### config.mk
export PLATFORM = sky130hd
export DESIGN_NAME = riscv_fetch
export DESIGN_NICKNAME = d
export VERILOG_FILES = /design/src/rtl/riscv_fetch_pkg.sv /design/src/rtl/riscv_fetch_queue.sv /design/src/rtl/riscv_fetch.sv
export SDC_FILE = /design/constraint.sdc
export NUM_CORES = 1
export LEC_CHECK = 0
export BUFFER_PORTS_ARGS = -buffer_cell sky130_fd_sc_hd__clkbuf_2
export CORE_MARGIN = 2
export CORE_UTILIZATION = 30
export CTS_CLUSTER_DIAMETER = 60
export DETAILED_ROUTE_END_ITERATION = 6
export SLEW_MARGIN = 40
export SYNTH_ARGS = -nofsm -noshare
export SYNTH_HDL_FRONTEND = slang
export SYNTH_SLANG_ARGS = --single-unit
### constraint.sdc
create_clock -name i_clk -period 5.4 [get_ports i_clk]
set_clock_uncertainty 0.15 [all_clocks]
set_input_delay 0.27 -clock i_clk [delete_from_list [all_inputs] [get_ports i_clk]]
set_output_delay 0.27 -clock i_clk [all_outputs]
set_load 0.1 [all_outputs]
### src/rtl/riscv_fetch_pkg.sv
// Shared fetch-stage definitions: datapath widths, reset/NOP constants and
// the queue entry layout used by riscv_fetch and its queue.
package riscv_fetch_pkg;

  localparam int XLEN          = 32;
  localparam int IMEM_ADDR_BIT = 12;

  localparam logic [XLEN-1:0] RESET_PC_DEFAULT = 32'h0000_0000;
  localparam logic [XLEN-1:0] INSTR_NOP        = 32'h0000_0013;

  typedef struct packed {
    logic [XLEN-1:0] instr;
    logic [XLEN-1:0] pc;
  } fetch_entry_t;

  // Sequential PC step; wraps modulo 2^XLEN by construction.
  function automatic logic [XLEN-1:0] pc_plus4(input logic [XLEN-1:0] pc);
    return pc + XLEN'(4);
  endfunction

endpackage

### src/rtl/riscv_fetch_queue.sv
// Generic 2-entry FIFO with flush. The head is held in its own register so
// the outputs never depend combinationally on the write data.
module riscv_fetch_queue #(
  parameter int WIDTH = 64
) (
  input  logic             clk,
  input  logic             rst,
  input  logic             flush,
  input  logic             push,
  input  logic             pop,
  input  logic [WIDTH-1:0] din,
  output logic [1:0]       count,
  output logic [WIDTH-1:0] head
);

  logic [WIDTH-1:0] mem [2];
  logic             wptr;
  logic             rptr;
  logic             do_push;
  logic             do_pop;
  logic [1:0]       next_count;
  logic             next_wptr;
  logic             next_rptr;

  always_comb begin
    do_push    = push & ~flush & ((count != 2'd2) | pop);
    do_pop     = pop & (count != 2'd0);
    next_count = count + {1'b0, do_push} - {1'b0, do_pop};
    next_wptr  = do_push ? ~wptr : wptr;
    next_rptr  = do_pop ? ~rptr : rptr;
    if (flush) begin
      next_count = 2'd0;
      next_wptr  = 1'b0;
      next_rptr  = 1'b0;
    end
  end

  // Head register tracks the entry at the next read pointer; it holds its
  // value whenever the queue becomes empty (including reset and flush).
  always_ff @(posedge clk) begin
    if (rst) begin
      count <= 2'd0;
      wptr  <= 1'b0;
      rptr  <= 1'b0;
    end else begin
      if (do_push)
        mem[wptr] <= din;
      count <= next_count;
      wptr  <= next_wptr;
      rptr  <= next_rptr;
      if (next_count != 2'd0)
        head <= (do_push && (wptr == next_rptr)) ? din : mem[next_rptr];
    end
  end

endmodule

### src/rtl/riscv_fetch.sv
// Instruction-fetch stage: owns the PC, addresses the async-read imem and
// queues {instr, pc} pairs for decode; redirects flush the queue.
module riscv_fetch
  import riscv_fetch_pkg::*;
#(
  parameter logic [XLEN-1:0] RESET_PC = RESET_PC_DEFAULT,
  parameter int              QDEPTH   = 2
) (
  input  logic                     i_clk,
  input  logic                     i_rst,
  output logic [IMEM_ADDR_BIT-3:0] o_imem_addr,
  input  logic [XLEN-1:0]          i_imem_data,
  input  logic                     i_redirect,
  input  logic [XLEN-1:0]          i_redirect_pc,
  output logic                     o_if_valid,
  input  logic                     i_if_ready,
  output logic [XLEN-1:0]          o_if_instr,
  output logic [XLEN-1:0]          o_if_pc,
  output logic [XLEN-1:0]          o_if_pc4,
  output logic                     o_fetch_err
);

  logic [XLEN-1:0] pc;
  logic [1:0]      count;
  logic            push;
  logic            pop;
  fetch_entry_t    din;
  fetch_entry_t    head;

  assign o_imem_addr = pc[IMEM_ADDR_BIT-1:2];
  assign o_if_valid  = (count != 2'd0);
  assign pop         = o_if_valid & i_if_ready;
  assign push        = ~i_redirect & ((count < 2'(QDEPTH)) | pop);

  assign din.instr = i_imem_data;
  assign din.pc    = pc;

  assign o_if_instr = head.instr;
  assign o_if_pc    = head.pc;
  assign o_if_pc4   = pc_plus4(head.pc);

  // Reset beats redirect, redirect beats sequential advance; the low PC bits
  // are forced to zero so a misaligned target still fetches aligned words.
  always_ff @(posedge i_clk) begin
    if (i_rst) begin
      pc          <= {RESET_PC[XLEN-1:2], 2'b00};
      o_fetch_err <= 1'b0;
    end else if (i_redirect) begin
      pc <= {i_redirect_pc[XLEN-1:2], 2'b00};
      if (i_redirect_pc[1:0] != 2'b00)
        o_fetch_err <= 1'b1;
    end else if (push) begin
      pc <= pc_plus4(pc);
    end
  end

  riscv_fetch_queue #(
    .WIDTH($bits(fetch_entry_t))
  ) u_queue (
    .clk   (i_clk),
    .rst   (i_rst),
    .flush (i_redirect),
    .push  (push),
    .pop   (pop),
    .din   (din),
    .count (count),
    .head  (head)
  );

endmodule

* Word-level counts from Yosys, hierarchy flattened
Memories as Yosys holds them, arrays and structs flattened. A register that Yosys moved wholly into a read port is not among the register bits.
Cells that the tools add are included.
** Storage, ports and cells
- Register bits :: 37
- Latch bits :: 0
- RAM bits :: 128
- Bits in read-only memories :: 0
- Bits of input ports :: 68
- Output and inout bits :: 108
- Word-level logic and storage cells :: 39
- Memories :: 1
** Memories
- u_queue.mem :: words 2, bits a word 64, rd ports 1, clocked after memory_dff 1, wr ports 1, RTL line riscv_fetch_queue.sv:16 : logic [WIDTH-1:0] mem [2];
** Cells by class
- $add $sub $neg :: 4
- Multipliers :: 0
- Div/mod/pow operators :: 0
- $lt $le $gt $ge :: 1
- Eq/ne operators :: 1
- Shift operators :: 0
- Mux-type cells :: 8
- Bitwise logic cells :: 11
- Reduce and logical (&&, ||, !) cells :: 7
** Operators with widths (count)
- $add 32x3->32 const B :: 2
- $mux 32 :: 2
- $reduce_bool 2->1 :: 4
- $and 1x1->1 :: 5
- $mux 1 :: 5
- $not 1->1 :: 4
- $reduce_and 2->1 :: 2
- $add 2x1->2 :: 1
- $lt 2x2->1 const B :: 1
- $mux 2 :: 1
- $ne 2x2->1 const B :: 1
- $or 1x1->1 :: 2
- $reduce_or 2->1 :: 1
- $sub 2x1->2 :: 1

* Longest topological paths before layout
Gate-level depths: netlist of the first run.
- Depth after elaboration :: 11
- Gate-level depth with buffers :: 8
- Depth with buffers taken out :: 8

* By module
Synthesis of the first run repeated with hierarchy kept, for this count alone.
** Second synthesis, totals
- Cells, all modules :: 945
- Area total of the unflattened synthesis :: 11299.6 um^2
** By module, submodules not included
- riscv_fetch_queue :: instances 1, cells each 613, area each 8694.6 um^2, sequential area each 5845.6 um^2
- riscv_fetch :: instances 1, cells each 332, area each 2605.0 um^2, sequential area each 620.6 um^2

* Worst setup path after synthesis of the first run
No wires, ideal clock.
- Kind :: input -> register
- Start point :: input i_redirect
- End point :: register u_queue.head[59], read port of u_queue.mem, data pin
- Setup time :: 0.262 ns
- Arrival time :: 4.383 ns
- Data required time :: 4.988 ns
- Path slack :: 0.605 ns
- Stages :: 7
- Path buffers :: 2
- Cells stage by stage :: clkbuf_1 nor2_1 nand2_1 nor2_1 mux2i_4 buf_4 mux2_1
** On the way
- Word-level cells in the longest chain between the ends :: 9
- Elaborated cells between the ends (all ways) :: 10
- Those cells by class :: add/sub: 2; mux: 2; bitwise: 4; reduce/logical: 2
** RTL lines
- start, declared :: RTL line riscv_fetch.sv:13 : input logic i_redirect,
- $not 1->1 :: RTL line riscv_fetch_queue.sv:26, riscv_fetch.sv:33
- $and 1x1->1 :: RTL line riscv_fetch.sv:33 : assign push = ~i_redirect & ((count < 2'(QDEPTH)) | pop);
- $and 1x1->1 (2 in series) :: RTL line riscv_fetch_queue.sv:26 : do_push = push & ~flush & ((count != 2'd2) | pop);
- $add 2x1->2 :: RTL line riscv_fetch_queue.sv:28 : next_count = count + {1'b0, do_push} - {1'b0, do_pop};
- $sub 2x1->2 :: RTL line riscv_fetch_queue.sv:28
- $mux 2 :: RTL line riscv_fetch_queue.sv:31 : if (flush) begin
- $reduce_bool 2->1 :: RTL line riscv_fetch_queue.sv:51 : if (next_count != 2'd0)
- $reduce_and 2->1 (no line)
- end, declared :: RTL line riscv_fetch_queue.sv:13 : output logic [WIDTH-1:0] head
Several ways; a longest one is shown, not always the timed one.
A chain may end at the register's enable or synchronous reset.

* Worst setup path after layout of the first run
- Start point :: register u_queue.head[4], read port of u_queue.mem
- End point :: output o_if_pc4[31]
** On the way
- Word-level cells in the longest chain between the ends :: 1
** RTL lines
- $add 32x3->32 :: RTL line riscv_fetch_pkg.sv:18 : return pc + XLEN'(4);
- end, declared :: RTL line riscv_fetch.sv:19 : output logic [XLEN-1:0] o_if_pc4,
No other way between the ends.

==> impl_metrics.ini, run 1 <==
[clock_tree]
clk_path_buf_depth = 3
cts_tree = yes
cts_inserted_buffers = 26
path_clk_slew_ps = 60
clock-sinks = 221
root_buffer = clkbuf_16
ctsResizeCount = 0
cts-htree-levels = 1
holdBufCountCts = 64
clk_latency_ps = 530
post_cts_buffers = 0

[global_route]
grt_max_degree = 63
grt_pass1_wl_um = 34200
grt_pass1_vias = 5958
grt_overflow = 0
busiest_layer = met2
grt_antenna_before_repair = 0
use_met2_pct = 21.7
use_met3_pct = 1.81
grt_use_met1_pct = 17.6
grt_usage_pct = 13.1

[placement]
place_congestion = 0.759
hpwl_um = 14200
dp_cells = 1189
place_area_mm2 = 0.0109
port_buffers = 171
dpl_worst_slack_ps = 2310

[setup_path]
arrival_ps = 3100
rr_worst_depth = 6
crit_start = u_queue.head[4]
rr_startpoint = u_queue.count[1]
cp_num_buf_inv = 1
crit_family = simple AND/OR/NAND/NOR gates
worstPathMaxFanout = 7
startpoint_type = flop
cpPeakStageDelay_ps = 630
crit_path_cell_trace = and4_1 -> nand3_1 -> nor3_1 -> nand4_1 -> xnor2_1 -> clkbuf_2
cp.depth = 6
path_class = flop to primary output
cp_slowest_cell = nor3_1
cp.required_ps = 4980
cp-end-kind = primary output

[routing]
vias_per_cell = 4.58
finalWirelength_um = 22100
routedWlPerCell_um = 17.0
num_vias = 5953
drt_iter0_drc = 300
drc = 0
ant_nets = 0
first_pass_iters = 4

[die]
chipHeight_um = 183
initial_core_util_pct = 30.5
io_pins = 176
num_rows = 65
dieWidth_um = 183
die_area_mm2 = 0.0336
core_area_mm2 = 0.0316

[min_path]
min_path_type = primary input to flop
min_path_cells = 2
min-delay-start = i_redirect

[timing]
final.setup.tns_ps = 0
final_hold_viol_count = 0
drv_slew = 0
setup_viol = 0
rsz0062_at_grt = no
finalCriticalPeriod_ps = 3520
fmax_mhz = 284
finalCritPeriodShare_pct = 65.1
fin_ws_ps = 1880
slew_headroom_pct = 48.4
worstMarginPinSlew_ps = 774

[synth]
synth_area_leaders = edfxtp_1, dfxtp_1, mux2_2
syn_area_per_cell_um2 = 14.9
synth-seq-cells = 221
synth_compound_area_share_pct = 2.66
synth_cell_types = 40
synth_top_family_by_area = multiplexers
synth-seq-area-share_pct = 65.3
netlist.top_cell.by_area = edfxtp_1
synth_mux_area_share_pct = 14.8
synth-xor-area-share_pct = 5.56
yosysTopAreaCellShare_pct = 58.0
netlist_area_mm2 = 0.00963
synth-simple-area-share_pct = 8.21
synth-adder-area-share_pct = 0.520
syn_inst = 647
yosys_warnings = 0

[final_layout]
finalNetCount = 951
fin_util_pct = 38.9
syn2layout_area_growth_pct = 27.6
drive_gt1_share_pct = 31.2
instances_no_fill = 1299
post-route-cell-area_mm2 = 0.0123
n_antenna_cell = 0

[power]
ir_worst_vdd_mv = 0.250
leakage_nw = 4.44
p_per_area_mw_per_mm2 = 371

[run_status]
status = finished clean

[job]
drv_cap = 0
-- Yosys cell counts --
cell / number
and3_1: 10
o21bai_1: 2
a21oi_1: 9
a311oi_1: 2
buf_4: 22
or2_2: 2
nor4_2: 2
xnor2_4: 1
nand2b_1: 1
o21a_2: 1
mux2_2: 58
dfxtp_1: 35
nand4_4: 1
ha_1: 4
nand3_4: 1
xnor2_1: 47
nand2_1: 26
nor2b_1: 1
o22ai_1: 2
or3_1: 2
mux2i_4: 1
mux2i_1: 14
inv_1: 10
nor3_1: 12
o21ai_0: 3
xor2_1: 11
nor4_1: 8
a211oi_1: 19
edfxtp_1: 186
mux2_1: 54
clkinv_1: 1
and4_1: 8
clkbuf_1: 12
nand4_1: 13
nand3_1: 21
buf_2: 7
and2_1: 3
conb_1: 1
nor2_1: 33
nor2_8: 1
-- sequential cells by signal (all words and copies together) (netlist names) --
signal / count
u_queue.count: 2
u_queue.wptr: 1
o_fetch_err: 1
u_queue.rptr: 1
u_queue.head: 62
pc: 30
u_queue.mem: 124
-- per-layer routing --
| layer | vias to the layer above | routed length, µm |
|---|---|---|
| li1 | 2884 | - |
| met1 | 2910 | 9940 |
| met2 | 129 | 10700 |
| met3 | 30 | 968 |
| met4 | 0 | 514 |
| met5 | - | 0 |
-- where the power goes --
group	internal (mW)	leakage (nW)	switching (mW)	total, mW
sequential	1.97	2.02	0.0735	2.05
clock	0.930	0.377	0.658	1.59
combinational	0.209	2.04	0.713	0.922
-- worst register-to-register path: stages, from the launching register on --
cell      delay (ps)
dfxtp_1          390
nand2b_1         400
nand2_1          310
nor2_4            60
mux2i_4          580
buf_12           380
mux2_1           410
-- cell type report --
type / instances / area, µm²
multi-input cells: 377 / 3090
inverters: 11 / 41.3
well taps: 402 / 503
repair buffers: 242 / 1600
flip-flops and latches: 221 / 6290
fillers: 3005 / 19300
clock inverters: 9 / 52.6
clock buffers: 37 / 723
-- cell families (layout without fill, tap and decap cells) --
logic type | count (synthesis) | in the layout
DFF | 221 | 221
and+or+nand+nor | 145 | 145
muxes | 127 | 127
xor gates and xnor gates | 59 | 59
buffers and inverters | 52 | 299
AOI/OAI and AO/OA | 38 | 38
adders and majority gates | 4 | 4
other | 1 | 4
-- metrics by stage --
stage	total power [mW]	hold slack, ps
after floorplan	2.80	219
after global placement	2.96	285
after detailed placement	2.97	293
after CTS	4.62	44.5
after global routing	4.73	97.5
final	4.56	52.0
-- path summary, 6_finish.rpt --
check / end / slack, ps
max: o_if_pc4[31] / 1880
min: u_queue.wptr / 50
max reg2reg: u_queue.head[36] / 2450
min reg2reg: o_fetch_err / 320
-- layout by cell type (no fill, tap or decap), drive strengths merged, types with 3 or more instances in the layout --
| cell | n |
|---|---|
| conb | 4 |
| nor4 | 10 |
| nor3 | 12 |
| ha | 4 |
| nand2 | 26 |
| nand4 | 14 |
| dfxtp | 35 |
| nand3 | 22 |
| a21oi | 9 |
| mux2i | 15 |
| inv | 12 |
| and4 | 8 |
| buf | 7 |
| and3 | 10 |
| mux2 | 112 |
| dlygate4sd3 | 64 |
| a211oi | 19 |
| nor2 | 34 |
| and2 | 3 |
| clkbuf | 208 |
| xor2 | 11 |
| edfxtp | 186 |
| clkinv | 8 |
| xnor2 | 48 |
| o21ai | 3 |
Note: power is estimated with default switching activity, not from simulation.
==> inputs of run 2 (changes only) <==
Clock period 5.4 ns to 3.4 ns, I/O delays scaled along.
==> run 2 against run 1 <==
  * Non-clock buffer count is 17 higher
  * Critical path depth is 1 higher
  * Combinational power rose by 63%
  * Flip-flop and latch count is the same
  * Sequential power is 59% higher
  * Critical path type unchanged
  * Critical endpoint is now o_if_pc4[26]
  * Largest power group unchanged
==> impl_metrics.ini, run 2 (synthesis gave the netlist of run 1 again) <==
[final_layout]
largest_reg_flops = 124
instances_no_fill = 1320
fin_util_pct = 40.6
n_fill_cell = 2954
drive_gt1_share_pct = 34.4
final_common_cell = edfxtp_1
top_regs = u_queue.mem: 124 flops, u_queue.head: 62 flops, pc: 30 flops
regArea_mm2 = 0.00629
finalNetCount = 970
top_register = u_queue.mem
syn2layout_area_growth_pct = 33.1
final_cell_mix = edfxtp_1, clkbuf_2, dlygate4sd3_1, mux2_2, mux2_1
multi_input_area_mm2 = 0.00331
n_antenna_cell = 0

[setup_path]
worstPathMaxFanout = 7
cp_num_buf_inv = 2
startpoint_type = flop
rr_startpoint = pc[8]
r2r_slack_ps = 470
crit_path_cell_trace = and4_1 -> nand4_1 -> nor3_1 -> buf_4 -> nand3_1 -> xnor2_4 -> clkbuf_2
cp-end-kind = primary output
cpPeakStageDelay_ps = 470
cp_slowest_cell = clkbuf_2
arrival_ps = 2800
r2r-end = pc[28]
cp.required_ps = 3080
crit_family = simple AND/OR/NAND/NOR gates
path_class = flop to primary output
rr_worst_depth = 6

[global_route]
grt_max_degree = 63
grt_overflow = 0
grt_pass1_wl_um = 33500
grt_usage_pct = 12.8
grt_pass1_vias = 5994
grt_antenna_before_repair = 0

[clock_tree]
cts_tree = yes
cts-htree-levels = 1
clock-sinks = 221
root_buffer = clkbuf_16
cts_inserted_buffers = 28
clk_path_buf_depth = 3
path_clk_slew_ps = 60
clk_latency_ps = 530

[timing]
finalCriticalPeriod_ps = 3120
slew_headroom_pct = 52.3
finalCritPeriodShare_pct = 91.8
final.setup.tns_ps = 0
fmax_mhz = 320
setup_viol = 0
worstMarginPinSlew_ps = 716
whs_ps = 49.6
rsz0062_at_grt = no
final_hold_viol_count = 0
drv_slew = 0

[run_status]
status = finished clean

[routing]
drc = 0
num_vias = 6086
ant_nets = 0
finalWirelength_um = 22100
vias_per_cell = 4.61
drt_iter0_drc = 298
first_pass_iters = 4
routedWlPerCell_um = 16.7

[power]
p_per_area_mw_per_mm2 = 595
leakage_nw = 4.74
total_power_mw = 7.63
ir_worst_vdd_mv = 0.402

[placement]
hpwl_um = 13800
dp_cells = 1194
place_congestion = 0.778
port_buffers = 171

[die]
num_rows = 65
chipHeight_um = 183
die_area_mm2 = 0.0336
dieWidth_um = 183
io_pins = 176
core_area_mm2 = 0.0316
initial_core_util_pct = 30.5

[min_path]
min_path_type = primary input to flop
min_path_cells = 4
min-delay-start = i_if_ready
whs_endpoint = u_queue.rptr

[job]
drv_cap = 0
run 2: cell count changes in the layout (fill, tap and decap cells not counted), moves of 3 or more:
cell           delta
buf_4             +9
clkbuf_2          -4
clkinv_1          -3
dlygate4sd3_1    +12
xnor2_1          -20
xnor2_2          +16
xnor2_4           +4
xor2_1            -4
xor2_2            +4
run 2: timing repair:
item                      CTS  global route
hold buffers               76             0
hold endpoints to repair  131             0
buffers inserted            0             0
gates resized for setup     0             0
run 2: metrics by stage:
step / instance area (µm²) / setup slack [ps]
2_1_floorplan: 9880 / -33.6
3_3_place_gp: 11100 / 579
3_5_place_dp: 11200 / 524
4_1_cts: 12800 / 176
5_1_grt: 12800 / 59.4
6_report: 12800 / 279
run 2: worst register-to-register path, cell delays in order, from the launching register on:
cell and delay (ps):
dfxtp_1 510, and4_1 300, nand4_1 500, nor4_1 520, xnor2_1 170, o22ai_1 100, dlygate4sd3_1 560
run 2: area by class of cell:
type / instances / share of cell area, %
Inverter: 11 / 0.322
Clock inverter: 10 / 0.956
Timing Repair Buffer: 259 / 13.8
Multi-Input combinational cell: 377 / 25.8
Sequential cell: 221 / 49.0
Clock buffer: 40 / 6.14
Tap cell: 402 / 3.92
run 2: where the power goes:
part	total, mW	switching (mW)	internal, mW
Sequential	3.26	0.123	3.13
Combinational	1.50	1.14	0.364
Clock	2.87	1.10	1.77
Total	7.63	2.36	5.27
run 2: per-layer routing:
| layer | GRT usage (%) | share of wire [%] | vias to the layer above | wire length [µm] |
|---|---|---|---|---|
| met5 | 0 | 0 | - | 0 |
| met4 | 3.74 | 1.8 | 0 | 393 |
| met3 | 2.10 | 3.8 | 31 | 842 |
| met2 | 21.5 | 48 | 138 | 10700 |
| met1 | 17.0 | 46 | 2991 | 10200 |
| li1 | - | - | 2926 | - |
run 2: worst max path at each step:
stage                     start         endpoint  slack [ps]  cells past startpoint
3_3_place_gp   u_queue.count[1]  u_queue.head[5]         580                      9
5_1_grt         u_queue.head[4]     o_if_pc4[26]          60                      7
6_report        u_queue.head[4]     o_if_pc4[26]         280                      7
4_1_cts         u_queue.head[4]     o_if_pc4[26]         180                      7
2_1_floorplan   u_queue.head[5]     o_if_pc4[25]         -30                      6
3_5_place_dp   u_queue.count[1]  u_queue.head[7]         520                      9
